### src/rtl/digit_serial_addsub_if.sv
// Handshake and operand/result bundle for digit_serial_addsub.
//   master: controller side (drives start/sub/a/b/c_in, receives status/result)
//   slave : adder side (receives request, drives busy/done/result/flags)
interface digit_serial_addsub_if #(
  parameter int unsigned WIDTH = 32
);
  logic             start;
  logic             sub;
  logic [WIDTH-1:0] a;
  logic [WIDTH-1:0] b;
  logic             c_in;
  logic             busy;
  logic             done;
  logic [WIDTH-1:0] result;
  logic             c_out;
  logic             overflow;
  logic             zero;

  modport master (
    output start, sub, a, b, c_in,
    input  busy, done, result, c_out, overflow, zero
  );

  modport slave (
    input  start, sub, a, b, c_in,
    output busy, done, result, c_out, overflow, zero
  );
endinterface

### src/rtl/digit_serial_addsub.sv
// Digit-serial adder/subtractor: adds or subtracts a WIDTH-bit operand pair
// DIGIT bits per clock, LSB digit first, with the inter-digit carry held in a
// register. WIDTH must be an integer multiple of DIGIT; N = WIDTH/DIGIT
// compute cycles per operation.
// Ports:
//   clk   - rising-edge clock
//   rst_n - asynchronous active-low reset
//   bus   - slave side of digit_serial_addsub_if:
//           start/sub/a/b/c_in sampled in IDLE; busy high in RUN;
//           done one-cycle pulse; result/c_out/overflow/zero held until the
//           next operation completes.
module digit_serial_addsub #(
  parameter int unsigned WIDTH = 32,
  parameter int unsigned DIGIT = 4
) (
  input  logic                clk,
  input  logic                rst_n,
  digit_serial_addsub_if.slave bus
);

  localparam int unsigned N     = WIDTH / DIGIT;
  localparam int unsigned CNT_W = (N > 1) ? $clog2(N) : 1;

  typedef enum logic [1:0] {
    IDLE = 2'd0,
    RUN  = 2'd1,
    DONE = 2'd2
  } state_t;

  state_t             state_q, state_d;
  logic [WIDTH-1:0]   opa_q, opa_d;
  logic [WIDTH-1:0]   opb_q, opb_d;
  logic [WIDTH-1:0]   acc_q, acc_d;
  logic [WIDTH-1:0]   result_q, result_d;
  logic               carry_q, carry_d;
  logic [CNT_W-1:0]   cnt_q, cnt_d;
  logic               c_out_q, c_out_d;
  logic               overflow_q, overflow_d;
  logic               zero_q, zero_d;

  logic [DIGIT:0]       digit_sum;
  logic                 msb_cin;
  logic [WIDTH+DIGIT-1:0] shift_cat;

  always_comb begin
    state_d    = state_q;
    opa_d      = opa_q;
    opb_d      = opb_q;
    acc_d      = acc_q;
    result_d   = result_q;
    carry_d    = carry_q;
    cnt_d      = cnt_q;
    c_out_d    = c_out_q;
    overflow_d = overflow_q;
    zero_d     = zero_q;

    digit_sum = {1'b0, opa_q[DIGIT-1:0]} + {1'b0, opb_q[DIGIT-1:0]}
              + {{DIGIT{1'b0}}, carry_q};
    // Carry into the digit's top bit, recovered from the sum bit; avoids a
    // separate (DIGIT-1)-bit adder and works for DIGIT=1.
    msb_cin   = digit_sum[DIGIT-1] ^ opa_q[DIGIT-1] ^ opb_q[DIGIT-1];
    // New digit enters from the top; concatenation form stays legal for N=1.
    shift_cat = {digit_sum[DIGIT-1:0], acc_q};

    unique case (state_q)
      IDLE: begin
        if (bus.start) begin
          opa_d   = bus.a;
          opb_d   = bus.sub ? ~bus.b : bus.b;
          carry_d = bus.sub ? 1'b1 : bus.c_in;
          cnt_d   = '0;
          acc_d   = '0;
          state_d = RUN;
        end
      end
      RUN: begin
        acc_d   = shift_cat[WIDTH+DIGIT-1:DIGIT];
        opa_d   = opa_q >> DIGIT;
        opb_d   = opb_q >> DIGIT;
        carry_d = digit_sum[DIGIT];
        cnt_d   = cnt_q + 1'b1;
        if (cnt_q == CNT_W'(N - 1)) begin
          // Commit on the last RUN edge so result/flags are valid while done=1.
          result_d   = acc_d;
          c_out_d    = digit_sum[DIGIT];
          overflow_d = msb_cin ^ digit_sum[DIGIT];
          zero_d     = (acc_d == '0);
          state_d    = DONE;
        end
      end
      DONE: begin
        state_d = IDLE;
      end
      default: begin
        state_d = IDLE;
      end
    endcase
  end

  always_ff @(posedge clk or negedge rst_n) begin
    if (!rst_n) begin
      state_q    <= IDLE;
      opa_q      <= '0;
      opb_q      <= '0;
      acc_q      <= '0;
      result_q   <= '0;
      carry_q    <= 1'b0;
      cnt_q      <= '0;
      c_out_q    <= 1'b0;
      overflow_q <= 1'b0;
      zero_q     <= 1'b0;
    end else begin
      state_q    <= state_d;
      opa_q      <= opa_d;
      opb_q      <= opb_d;
      acc_q      <= acc_d;
      result_q   <= result_d;
      carry_q    <= carry_d;
      cnt_q      <= cnt_d;
      c_out_q    <= c_out_d;
      overflow_q <= overflow_d;
      zero_q     <= zero_d;
    end
  end

  assign bus.busy     = (state_q == RUN);
  assign bus.done     = (state_q == DONE);
  assign bus.result   = result_q;
  assign bus.c_out    = c_out_q;
  assign bus.overflow = overflow_q;
  assign bus.zero     = zero_q;

endmodule

### src/flat_wrapper.sv
// flat-port wrapper written by rule: the top's interface ports become plain ports
module digit_serial_addsub_flat 
#(
  parameter int unsigned WIDTH = 32,
  parameter int unsigned DIGIT = 4
)
  (clk, rst_n, bus_start, bus_sub, bus_a, bus_b, bus_c_in, bus_busy, bus_done, bus_result, bus_c_out, bus_overflow, bus_zero);
  digit_serial_addsub_if #(.WIDTH(WIDTH)) bus_i ();
  input  logic clk;
  input  logic rst_n;
  input wire logic [$bits(bus_i.start)-1:0] bus_start;
  input wire logic [$bits(bus_i.sub)-1:0] bus_sub;
  input wire logic [$bits(bus_i.a)-1:0] bus_a;
  input wire logic [$bits(bus_i.b)-1:0] bus_b;
  input wire logic [$bits(bus_i.c_in)-1:0] bus_c_in;
  output wire logic [$bits(bus_i.busy)-1:0] bus_busy;
  output wire logic [$bits(bus_i.done)-1:0] bus_done;
  output wire logic [$bits(bus_i.result)-1:0] bus_result;
  output wire logic [$bits(bus_i.c_out)-1:0] bus_c_out;
  output wire logic [$bits(bus_i.overflow)-1:0] bus_overflow;
  output wire logic [$bits(bus_i.zero)-1:0] bus_zero;
  assign bus_i.start = bus_start;
  assign bus_i.sub = bus_sub;
  assign bus_i.a = bus_a;
  assign bus_i.b = bus_b;
  assign bus_i.c_in = bus_c_in;
  assign bus_busy = bus_i.busy;
  assign bus_done = bus_i.done;
  assign bus_result = bus_i.result;
  assign bus_c_out = bus_i.c_out;
  assign bus_overflow = bus_i.overflow;
  assign bus_zero = bus_i.zero;
  digit_serial_addsub #(.WIDTH(WIDTH), .DIGIT(DIGIT)) u_core (.clk(clk), .rst_n(rst_n), .bus(bus_i));
endmodule
### config.mk
export PLATFORM = sky130hd
export DESIGN_NAME = digit_serial_addsub_flat
export DESIGN_NICKNAME = d
export VERILOG_FILES = /design/src/rtl/digit_serial_addsub_if.sv /design/src/rtl/digit_serial_addsub.sv /design/src/flat_wrapper.sv
export SDC_FILE = /design/constraint.sdc
export NUM_CORES = 1
export LEC_CHECK = 0
export BUFFER_PORTS_ARGS = -buffer_cell sky130_fd_sc_hd__buf_2
export CORE_MARGIN = 2
export CORE_UTILIZATION = 45
export DETAILED_ROUTE_END_ITERATION = 6
export GPL_ROUTABILITY_DRIVEN = 0
export GPL_TIMING_DRIVEN = 0
export HOLD_SLACK_MARGIN = 0.12
export PLACE_DENSITY = 0.66
export SKIP_CTS_REPAIR_TIMING = 1
export SLEW_MARGIN = 10
export SYNTH_ARGS = -nofsm -noshare
export SYNTH_HDL_FRONTEND = slang
export SYNTH_SLANG_ARGS = --single-unit
### constraint.sdc
create_clock -name clk -period 5.55 [get_ports clk]
set_clock_uncertainty 0.15 [all_clocks]
set_input_delay 1.11 -clock clk [delete_from_list [all_inputs] [get_ports clk]]
set_output_delay 1.11 -clock clk [all_outputs]
set_load 0.05 [all_outputs]
==> impl.org, run 1 <==
** Run status
- Status :: finished, final reports clean

** STA
- Fin crit share :: a little under three fifths
- Summed over all failing endpoints, the final setup total negative slack is 0 ns.
- Setup repair after global routing left no endpoint under its margin.
- Worst slew pin tran :: 0.751 ns
- Worst relative slew slack :: 49.7%
- Setup violations remaining at the end of the flow were counted as 0.
- Total count of max-transition violations in the final report :: 0
- Post-layout minimum cycle time :: between 3 and 4 ns
- Achievable frequency :: 322 MHz
- WHS :: 0.327 ns
- Final Hold Violating Endpoints :: 0

** CTS
- Clock latency on the worst-skew pair, taken at its later pin, is between 0.4 and 0.5 ns.
- Counting the buffers created by CTS gives 17.
- In this run the clock root is driven by a sky130_fd_sc_hd__clkbuf_16.
- Clock-pin slew was measured on the worst setup and hold paths at 0.06 ns.
- The clock passes through at most 2 buffers.
- TritonCTS clock tree :: yes
- The H-tree was split into 4 levels.
- The clock drives 133 sinks.

** Placed design
- Post-detailed-placement half-perimeter wirelength :: 9600 um
- During placement, the flow inserted port buffers numbering 104.

** GRT
- The via count of the first global-routing pass was 4523.
- Global-route wire length before repair :: 22400 um
- Largest net degree at the start of global routing :: 91
- In the global route stage, overall resource usage came out at between 10% and 20%.
- The total overflow left after global routing is 0.
- Number of antenna violations at the first check in global routing :: 0

** Power and ir drop
- Power spread over the standard cell area amounts to 646 mW/mm^2.
- Peak supply drop :: between 0.2 and 0.25 mV
- Summed over all cells, the static leakage comes to 0.00369 uW.

** Critical path
- Startpoint-to-endpoint class of the critical path :: register to output pin
- Crit path max fanout :: 10
- STA classifies the critical path startpoint as a register.
- R2r setup slk :: ~3.1 ns
- The worst setup path is captured at an output pin.
- At the worst endpoint, the arrival time is 1.85 ns.
- Data required time of the critical path :: 4.29 ns

** Detailed routing
- Via Count :: 4392
- Routed wire per std cell :: 16.0 um
- After detailed routing, the number of vias per cell comes to 5.23.
- Count of antenna-violating nets left after detailed routing :: 0
- Detailed Route WL :: 13400 um
- The pre-antenna-repair detailed-routing pass consisted of 4 iterations.
- Initial DRC Count :: ~270
- Post-route DRC :: 0

** Die
- 106 I/O pins were placed.
- Standard cell core area :: 0.0132 mm^2
- For this configuration, the core starts out at a cell density of 45.9%.
- Count of standard-cell rows :: 42
- The die covers 0.0145 mm^2.
- The die is ~120 um wide.
- Die extent in y :: 120 um

** Finish
- Post-synthesis to final-layout area growth :: 22.2%
- At the end of the flow, the number of nets in the layout was 726.
- Count of antenna diodes in the layout :: 0
- Leaving out fill and tap cells, the most frequent cell in the layout is sky130_fd_sc_hd__dfrtp_1.
- The post-route netlist has 30.8% of its cells at a drive strength greater than 1.
- Top library cells by usage in the layout, fill and taps aside :: 133 x sky130_fd_sc_hd__dfrtp_1, 117 x sky130_fd_sc_hd__buf_2, 64 x sky130_fd_sc_hd__nand2_1, 62 x sky130_fd_sc_hd__o21ai_0, 36 x sky130_fd_sc_hd__a22o_1

** Logic synthesis
- Dominant synthesized flop cell :: sky130_fd_sc_hd__dfrtp_1
- For this run, the number of Yosys warnings is 0.
- The cell area that synthesis handed to floorplanning was 0.00608 mm^2.
- Number of enable flip-flop cells after synthesis :: 0
- In the synthesized netlist the async set-or-reset flop fraction comes to 100%.
- Sequential cells were found to cover 54.7% of the synthesized design area.
- Avg Inst Size Synth :: 11.6 um^2
- The cell count after synthesis came out at 526.
- Yosys cell types :: 40
- Counting every net in the synthesized netlist gives 602.
- Synthesized flop and latch total :: 133

** Flow run
- Max-cap violations :: 0

** Worst hold path
- HP Class :: register to register
worst paths after layout:
check                                  start  depth (start not counted)               endpoint
max reg2reg                   u_core.carry_q                          8        u_core.bus.zero
max in group asynchronous              rst_n                          2        u_core.opb_q[5]
min in group asynchronous              rst_n                          1  u_core.bus.result[21]
min reg2reg                  u_core.opb_q[6]                          2        u_core.opb_q[6]
min                          u_core.opb_q[6]                          2        u_core.opb_q[6]
max                        u_core.state_q[1]                          5               bus_busy
flip-flops by register name, summed over array words and instances (netlist names):
register and count:
u_core.bus.result 32, u_core.opa_q 32, u_core.opb_q 32, u_core.acc_q 28
u_core.cnt_q 3, u_core.state_q 2, u_core.bus.c_out 1, u_core.bus.overflow 1
u_core.bus.zero 1, u_core.carry_q 1
synthesized netlist by cell type (2+ instances only):
cell	n	share of area, %
sky130_fd_sc_hd__inv_1	5	0.31
sky130_fd_sc_hd__o21ai_0	62	5.1
sky130_fd_sc_hd__nor4_1	7	0.72
sky130_fd_sc_hd__dfrtp_1	133	55
sky130_fd_sc_hd__fa_1	2	0.66
sky130_fd_sc_hd__nand2_1	64	3.9
sky130_fd_sc_hd__clkbuf_1	7	0.43
sky130_fd_sc_hd__a21oi_1	30	2.5
sky130_fd_sc_hd__a22o_1	36	5.2
sky130_fd_sc_hd__xor2_1	6	0.86
sky130_fd_sc_hd__buf_4	6	0.74
sky130_fd_sc_hd__buf_6	9	1.7
sky130_fd_sc_hd__nand4_1	2	0.21
sky130_fd_sc_hd__ha_1	5	1.0
sky130_fd_sc_hd__nor2_1	32	2.0
sky130_fd_sc_hd__mux2_4	29	7.2
sky130_fd_sc_hd__buf_2	14	1.2
sky130_fd_sc_hd__xnor2_1	28	4.0
sky130_fd_sc_hd__mux2i_1	28	4.6
critical path, stage by stage, from the launching register on:
cell	delay, ns
sky130_fd_sc_hd__dfrtp_1	0.41
sky130_fd_sc_hd__nand2b_2	0.24
sky130_fd_sc_hd__inv_4	0.16
sky130_fd_sc_hd__buf_6	0.18
sky130_fd_sc_hd__buf_6	0.16
sky130_fd_sc_hd__buf_2	0.28
cells by family after synthesis:
kind of cell    Yosys count  share of synthesized area [%]
compound gates          137                           14.2
flops                   133                           54.7
simple gates            116                           8.35
mux                      57                           11.8
buf+inv                  42                           4.40
xor+xnor                 34                           4.90
fa+ha+maj                 7                           1.69
report_power, final:
group,switching [uW],leakage (uW),total (uW),internal [uW]
registers,299,0.00170,1690,1390
clock network,418,0.000287,1090,670
logic,1220,0.00171,2020,797
cell type report:
class                           count  area [um^2]
Fill cell                        1172         5810
Multi-Input combinational cell    351         2490
Clock inverter                     13          133
Timing Repair Buffer              105          554
Clock buffer                       19          443
Sequential cell                   133         3330
Buffer                             36          243
Inverter                            6         25.0
Tap cell                          176          220
per-stage QoR:
step	util, %	std cells	power [uW]	area, um^2	worst slack [ns]
final	56.1	839	4800	7430	2.44
after global routing	56.1	839	5110	7430	2.36
after CTS	56.1	839	4830	7430	2.43
after detailed placement	51.8	807	3730	6860	2.87
after global placement	51.5	806	3660	6820	1.48
after floorplan	-	526	3190	6080	3.17
per-layer routing:
layer  global-route usage (%)  wire length (um)  vias to the layer above
met5                        0                 0                        -
met4                     6.18               181                        0
met3                     5.52               721                       24
met2                     31.6              6440                      121
met1                     26.3              6050                     2156
li1                         -                 -                     2091
Note: power is estimated with default switching activity, not from simulation.
==> run 2, diff against run 1 <==
--- a/config.mk
+++ b/config.mk
@@ -12,7 +12,7 @@
 export GPL_ROUTABILITY_DRIVEN = 0
 export GPL_TIMING_DRIVEN = 0
 export HOLD_SLACK_MARGIN = 0.12
-export PLACE_DENSITY = 0.66
+export PLACE_DENSITY = 0.69
 export SKIP_CTS_REPAIR_TIMING = 1
 export SLEW_MARGIN = 10
 export SYNTH_ARGS = -nofsm -noshare
==> constraint.sdc (replaced) <==
create_clock -name clk -period 2.5 [get_ports clk]
set_clock_uncertainty 0.15 [all_clocks]
set_input_delay 0.5 -clock clk [delete_from_list [all_inputs] [get_ports clk]]
set_output_delay 0.5 -clock clk [all_outputs]
set_load 0.05 [all_outputs]
==> run 2 against run 1 <==
- hold slack lost 0.18 ns
- final cell count grew 0.12%
- first-iteration DRC count shrank 19%
- flip-flop and latch count is the same
- global-route usage grew 0.39 points
- clock power grew 140%
- largest cell class unchanged
==> impl.org, run 2 (synthesis gave the netlist of run 1 again) <==
** Critical path
- The buffers plus inverters on the worst setup path was 4 (unchanged).
- The worst setup path is launched from a register.
- The critical path data required time is 1.85 ns (-2.44 ns).
- The longest individual stage delay on the worst path is 0.40 ns (about the same).
- Crit path max fanout :: 10 (unchanged)
- STA classifies the critical path endpoint as an output pin.
- In this run the critical register-to-register path is launched from u_core.carry_q.
- The critical path is of the register to output pin type.
- The number of cell instances on the worst register-to-register path was 8 (unchanged).
- R2r setup slk :: 0.18 ns (-2.91 ns)
- The critical path goes through nand2b_2 > inv_6 > buf_6 > buf_6 > buf_4.
- On the critical path the largest part of the delay comes from buffers and inverters.
- The endpoint arrival time on the critical path was 1.76 ns (-0.09 ns).
- The slowest stage of the critical path belongs to the cell sky130_fd_sc_hd__dfrtp_1.
- Most frequent cell on the critical path :: sky130_fd_sc_hd__buf_6
- Endpoint of the worst-slack reg-to-reg timing path :: u_core.bus.zero

** STA
- The number of endpoints with negative hold slack in the final report was 0 (unchanged).
- The final critical path takes up 96.4% of the cycle.
- The worst path needs 2.41 ns of the cycle, external delays included.
- Setup repair after global routing left no endpoint under its margin.
- The transition time at the pin with the least slew margin was 0.723 ns (-0.0278 ns).
- Worst relative slew slack :: 51.6% (+1.9 points)
- The tightest hold margin came to 0.146 ns (-0.181 ns).
- Derived from the worst setup path, the maximum achievable clock frequency is slightly above 400 MHz.
- The final number of setup-violating endpoints is 0 (unchanged).
- The final number of max-transition violations was 0 (unchanged).

** GRT
- GR Util All Layers :: 20.1% (+0.39 points)
- Vias in the first global route :: 4618 (+2.1%)
- Largest net degree at the start of global routing :: 76 (-16%)
- The wire length of the first global-routing pass is 22800 um (+1.9%).
- The number of antenna violations at the first check in global routing came to 1 (+1).
- Grt total ovfl :: 0 (unchanged)

** Detailed routing
- Post-route DRC :: 0 (unchanged)
- The average detailed-routed wire length per instance is 16.2 um (+1.5%).
- The total number of vias came to 4407 (+0.34%).
- The wire length after detailed routing is 13600 um (+1.6%).
- The via density per instance is 5.25 (+0.22%).
- The detailed-router iteration count before antenna repair is 4 (unchanged).
- The number of design-rule violations left by the first detailed-router iteration was 219 (-19%).
- The remaining antenna violation count is 0 (unchanged).

** Worst hold path
- The hold path depth is 2 (unchanged).
- Worst min-delay path endpoint :: u_core.opa_q[31]
- Hold_sp :: bus_a[31]
- HP Class :: input port to register

** CTS
- The clock net sink count came to 133 (unchanged).
- The insertion delay of the later-clocked pin in the worst-skew pair is 0.42 ns (about the same).
- The clock input transition at the sequential cells of the worst setup and hold paths came to 0.06 ns (about the same).
- The maximum buffer depth of the clock tree is 2 (unchanged).
- The deepest level of the CTS H-tree was 4 (unchanged).
- Root buffer cell :: sky130_fd_sc_hd__clkbuf_16
- TritonCTS built the clock tree.
- Total CTS buffers :: 17 (unchanged)

** Finish
- The layout filler cell count came to 1139 (-2.8%).
- In the layout the commonest cells are 133 x sky130_fd_sc_hd__dfrtp_1, 116 x sky130_fd_sc_hd__buf_2, 64 x sky130_fd_sc_hd__nand2_1, 62 x sky130_fd_sc_hd__o21ai_0, 36 x sky130_fd_sc_hd__a22o_1.
- The proportion of layout cells with a drive suffix above 1 came to 30.9% (+0.10 points).
- The number of nets in the layout was 727 (+0.14%).
- Post-synthesis to final-layout area growth :: 23.7%
- Leaving out fill and tap cells, the most frequent cell in the layout is sky130_fd_sc_hd__dfrtp_1.
- Final design utilization :: 56.8% (+0.70 points)
- Count of antenna diodes in the layout :: 0 (unchanged)
- Sequential cell area :: 0.00333 mm^2 (unchanged)
- Multi-input logic area :: 0.00250 mm^2 (+0.70%)

** Die
- Die extent in y :: 120 um (unchanged)
- The die footprint came to 0.0145 mm^2 (unchanged).
- The initial core utilization is 45.9% (unchanged).
- The count of standard-cell rows was 42 (unchanged).
- Die width :: 120 um (unchanged)
- Standard cell core area :: 0.0132 mm^2 (unchanged)
- Top Ports :: 106 (unchanged)

** Placed design
- The count of buffers inserted at the top-level ports was 104 (unchanged).
- Post-detailed-placement half-perimeter wirelength :: 9770 um (+1.8%)

** Flow run
- Max-cap violations :: 0 (unchanged)

** Power and ir drop
- The power per cell area is 1460 mW/mm^2 (+130%).
- The maximum ir drop on the vdd rail is 0.612 mV (+150%).
- The leakage power total was 0.00373 uW (+1.0%).

** Run status
- The run finished with clean final reports.
run 2: cell type report:
type,instances,share of cell area [%]
buffer,36,3.23
inverter,6,0.366
timing repair buffer,106,7.53
clock buffer,23,6.48
sequential,133,44.2
clock inverter,9,1.96
tap,176,2.93
multi-input combinational,351,33.3
run 2: per-layer routing:
metal,wire length [um],vias up,part of all wire [%],global-route usage [%]
met1,6120,2151,45,26.5
met2,6390,136,47,32.1
met3,826,25,6.1,4.62
li1,-,2095,-,-
met5,0,-,0,0
met4,279,0,2.0,8.79
run 2: how the worst max path moves through the flow:
stage / startpoint / end / cells past startpoint
after floorplan: u_core.carry_q / u_core.bus.zero / 8
after global placement: rst_n / u_core.opa_q[24] / 1
final: u_core.state_q[1] / bus_busy / 5
after global routing: u_core.state_q[1] / bus_busy / 5
after CTS: u_core.state_q[1] / bus_busy / 5
after detailed placement: u_core.opb_q[0] / u_core.bus.zero / 8
run 2: stage by stage:
step / setup WS, ns / cells / area, um^2 / TNS (ns) / power, uW
finish: 0.0900 / 840 / 7520 / 0 / 11000
global route: 0.0170 / 840 / 7520 / 0 / 11600
CTS: -0.0301 / 839 / 7490 / -0.0341 / 11000
detailed placement: 0.0136 / 807 / 6860 / 0 / 8280
global placement: -0.904 / 806 / 6820 / -118.76 / 8100
floorplan: 0.352 / 526 / 6080 / 0 / 7090
run 2: where the power goes:
| part | switching [uW] | total [uW] | internal [uW] | leakage (uW) |
|---|---|---|---|---|
| combinational | 2730 | 4540 | 1810 | 0.00172 |
| clock | 889 | 2660 | 1770 | 0.000313 |
| sequential | 682 | 3780 | 3100 | 0.00170 |
==> run 3, diff against run 2 <==
--- a/config.mk
+++ b/config.mk
@@ -6,6 +6,7 @@
 export NUM_CORES = 1
 export LEC_CHECK = 0
 export BUFFER_PORTS_ARGS = -buffer_cell sky130_fd_sc_hd__buf_2
+export CORE_ASPECT_RATIO = 0.5
 export CORE_MARGIN = 2
 export CORE_UTILIZATION = 45
 export DETAILED_ROUTE_END_ITERATION = 6
==> run 3 against run 2 <==
- hold slack improved by 0.0012 ns
- power down 1.1%
- via count decreased by 1.3%
- flip-flop and latch count is the same
- maximum frequency is 3.2% higher
- setup slack improved by 0.074 ns
- utilization is 1.2 points higher
- die area increased by 0.39%
- largest cell class unchanged
- largest power group unchanged
==> impl.org, run 3 (synthesis gave the netlist of run 1 again) <==
** Worst hold path
- In this run the worst hold path is classified as input port to register.
- Hold_sp :: bus_a[31]

** Detailed routing
- Detailed-routing iteration count for the pre-antenna-repair pass :: 5 (+1)
- The remaining antenna violation count is 0 (unchanged).
- The wire length after detailed routing was 13500 um (-1.1%).
- The total number of vias is 4351 (-1.3%).
- Routed wire per std cell :: 16.1 um (-0.43%)
- Via density :: 5.22 (-0.56%)
- Post-route DRC :: 0 (unchanged)
- Initial DRC Count :: 201 (-8.2%)

** STA
- Final Hold Violating Endpoints :: 0 (unchanged)
- The final clock period utilization by the worst path came to 93.4% (-2.9 points).
- The transition time at the pin with the least slew margin was 0.836 ns (+0.113 ns).
- Worst relative slew slack :: 44.0% (-7.5 points)
- The shortest clock period the worst path allows after layout was 2.34 ns (-0.0737 ns).
- The final number of setup-violating endpoints was 0 (unchanged).
- The timing-limited maximum frequency is 428 MHz (+3.2%).
- The final number of max-transition violations is 0 (unchanged).

** CTS
- Worst-case clock buffer depth :: 2 (unchanged)
- TritonCTS built the clock tree.
- Total CTS buffers :: 17 (unchanged)
- The insertion delay of the later-clocked pin in the worst-skew pair was 0.42 ns (about the same).
- CTS placed an instance of sky130_fd_sc_hd__clkbuf_16 at the clock tree root.
- TritonCTS Sinks :: 133 (unchanged)
- The deepest level of the CTS H-tree was 4 (unchanged).
- CTS clk-pin slew, worst paths :: 0.06 ns (about the same)

** Finish
- The proportion of layout cells with a drive suffix above 1 is 31.2% (+0.30 points).
- The final non-filler cell total came to 834 (-0.71%).
- The area growth from synthesis to layout is 23.2%.
- Top library cells by usage in the layout, fill and taps aside :: 133 x sky130_fd_sc_hd__dfrtp_1, 116 x sky130_fd_sc_hd__buf_2, 64 x sky130_fd_sc_hd__nand2_1, 62 x sky130_fd_sc_hd__o21ai_0, 36 x sky130_fd_sc_hd__a22o_1
- The number of nets in the layout was 727 (unchanged).
- The antenna cell count was 0 (unchanged).
- The cell area after layout came to 0.00749 mm^2 (-0.45%).
- The core utilization of the finished layout came to 58.0% (+1.2 points).
- Commonest non-fill, non-tap cell in the layout :: sky130_fd_sc_hd__dfrtp_1

** Critical path
- In this run the worst setup path begins at u_core.opb_q[0].
- Startpoint-to-endpoint class of the critical path :: register to register
- Data required time of the critical path :: 2.70 ns (+0.85 ns)
- Element type at the critical path start :: register
- The endpoint arrival time on the critical path came to 2.54 ns (+0.78 ns).
- The maximum fanout along the worst path was 3 (-7).
- Worst setup EP type :: register
- Worst reg2reg startpoint :: u_core.opb_q[0]

** Die
- The die height came to 86.2 um (-28%).
- Die width :: 168 um (+40%)
- The initial core utilization was 47.1% (+1.2 points).
- Count of standard-cell rows :: 29 (-31%)
- The die footprint was 0.0145 mm^2 (+0.39%).
- The area of the core region is 0.0129 mm^2 (-2.5%).
- The top-level port count was 106 (unchanged).

** GRT
- The maximum number of pins on one net before global-route repair came to 73 (-3.9%).
- GR Util All Layers :: 19.6% (-0.53 points)
- Number of antenna violations at the first check in global routing :: 0 (-1)
- Vias in the first global route :: 4377 (-5.2%)
- Global-route wire length before repair :: 22100 um (-3.0%)
- The total congestion overflow after global routing came to 0 (unchanged).

** Run status
- Status :: finished, final reports clean

** Placed design
- Post-detailed-placement half-perimeter wirelength :: 9570 um (-2.1%)
- The count of buffers inserted at the top-level ports is 104 (unchanged).
- The post-place instance area is 0.00685 mm^2 (-0.11%).
- The instance count after placement with tap cells included was 801 (-0.74%).

** Flow run
- The number of max-capacitance violations reported is 0 (unchanged).

** Power and ir drop
- Pwr dens :: 1450 mW/mm^2 (-0.65%)
- The maximum ir drop on the vdd rail was 0.527 mV (-14%).
- The leakage power total came to 0.00371 uW (-0.49%).
==> run 3: changes by cell type in the layout (fill, tap and decap cells not counted), sizes merged <==
cell / previous run / this run
bufinv: 4 / 2
clkbuf: 30 / 27
clkinv: 4 / 6
inv: 6 / 9
==> run 3: cell type report <==
class,instances,area (um^2)
Clock inverter,12,145
Clock buffer,20,457
Buffer,36,243
Inverter,6,27.5
Timing Repair Buffer,106,567
Multi-Input combinational cell,351,2510
Fill cell,1134,5430
Tap cell,170,213
Sequential cell,133,3330
==> run 3: through the flow <==
| stage | setup WS (ns) | setup TNS (ns) | hold slack (ns) | total power (uW) |
|---|---|---|---|---|
| final | 0.164 | 0 | 0.148 | 10900 |
| after global routing | -0.00669 | -0.00669 | 0.142 | 11500 |
| after CTS | -0.0141 | -0.0190 | -0.0659 | 10800 |
| after detailed placement | 0.0130 | 0 | 0.320 | 8300 |
| after global placement | -0.990 | -130.07 | 0.312 | 8140 |
| after floorplan | 0.352 | 0 | 0.0544 | 7090 |
==> run 3: routing by layer <==
layer	track usage, %	wire length, um
met1	28.1	6550
met2	30.3	6110
met3	4.70	718
met4	5.17	80
met5	0	0
==> run 3: worst paths after layout <==
kind | endpoint | slack [ns] | depth (start not counted)
max reg2reg | u_core.bus.zero | 0.16 | 8
max in group asynchronous | u_core.acc_q[27] | 0.97 | 3
min in group asynchronous | u_core.opb_q[12] | 0.49 | 2
max | u_core.bus.zero | 0.16 | 8
min | u_core.opa_q[31] | 0.15 | 2
min reg2reg | u_core.bus.result[28] | 0.33 | 2
==> run 3: critical path, stage by stage, from the launching register on <==
cell,delay (ns)
sky130_fd_sc_hd__dfrtp_1,0.35
sky130_fd_sc_hd__inv_1,0.08
sky130_fd_sc_hd__fa_1,0.41
sky130_fd_sc_hd__inv_1,0.10
sky130_fd_sc_hd__fa_2,0.49
sky130_fd_sc_hd__nor4b_4,0.25
sky130_fd_sc_hd__nand4_1,0.13
sky130_fd_sc_hd__nor2_2,0.15
sky130_fd_sc_hd__a32o_1,0.16
==> run 3: power by group <==
part | switching (uW) | total, uW | internal, uW
clock network | 975 | 2510 | 1540
registers | 669 | 3760 | 3090
logic | 2760 | 4580 | 1820
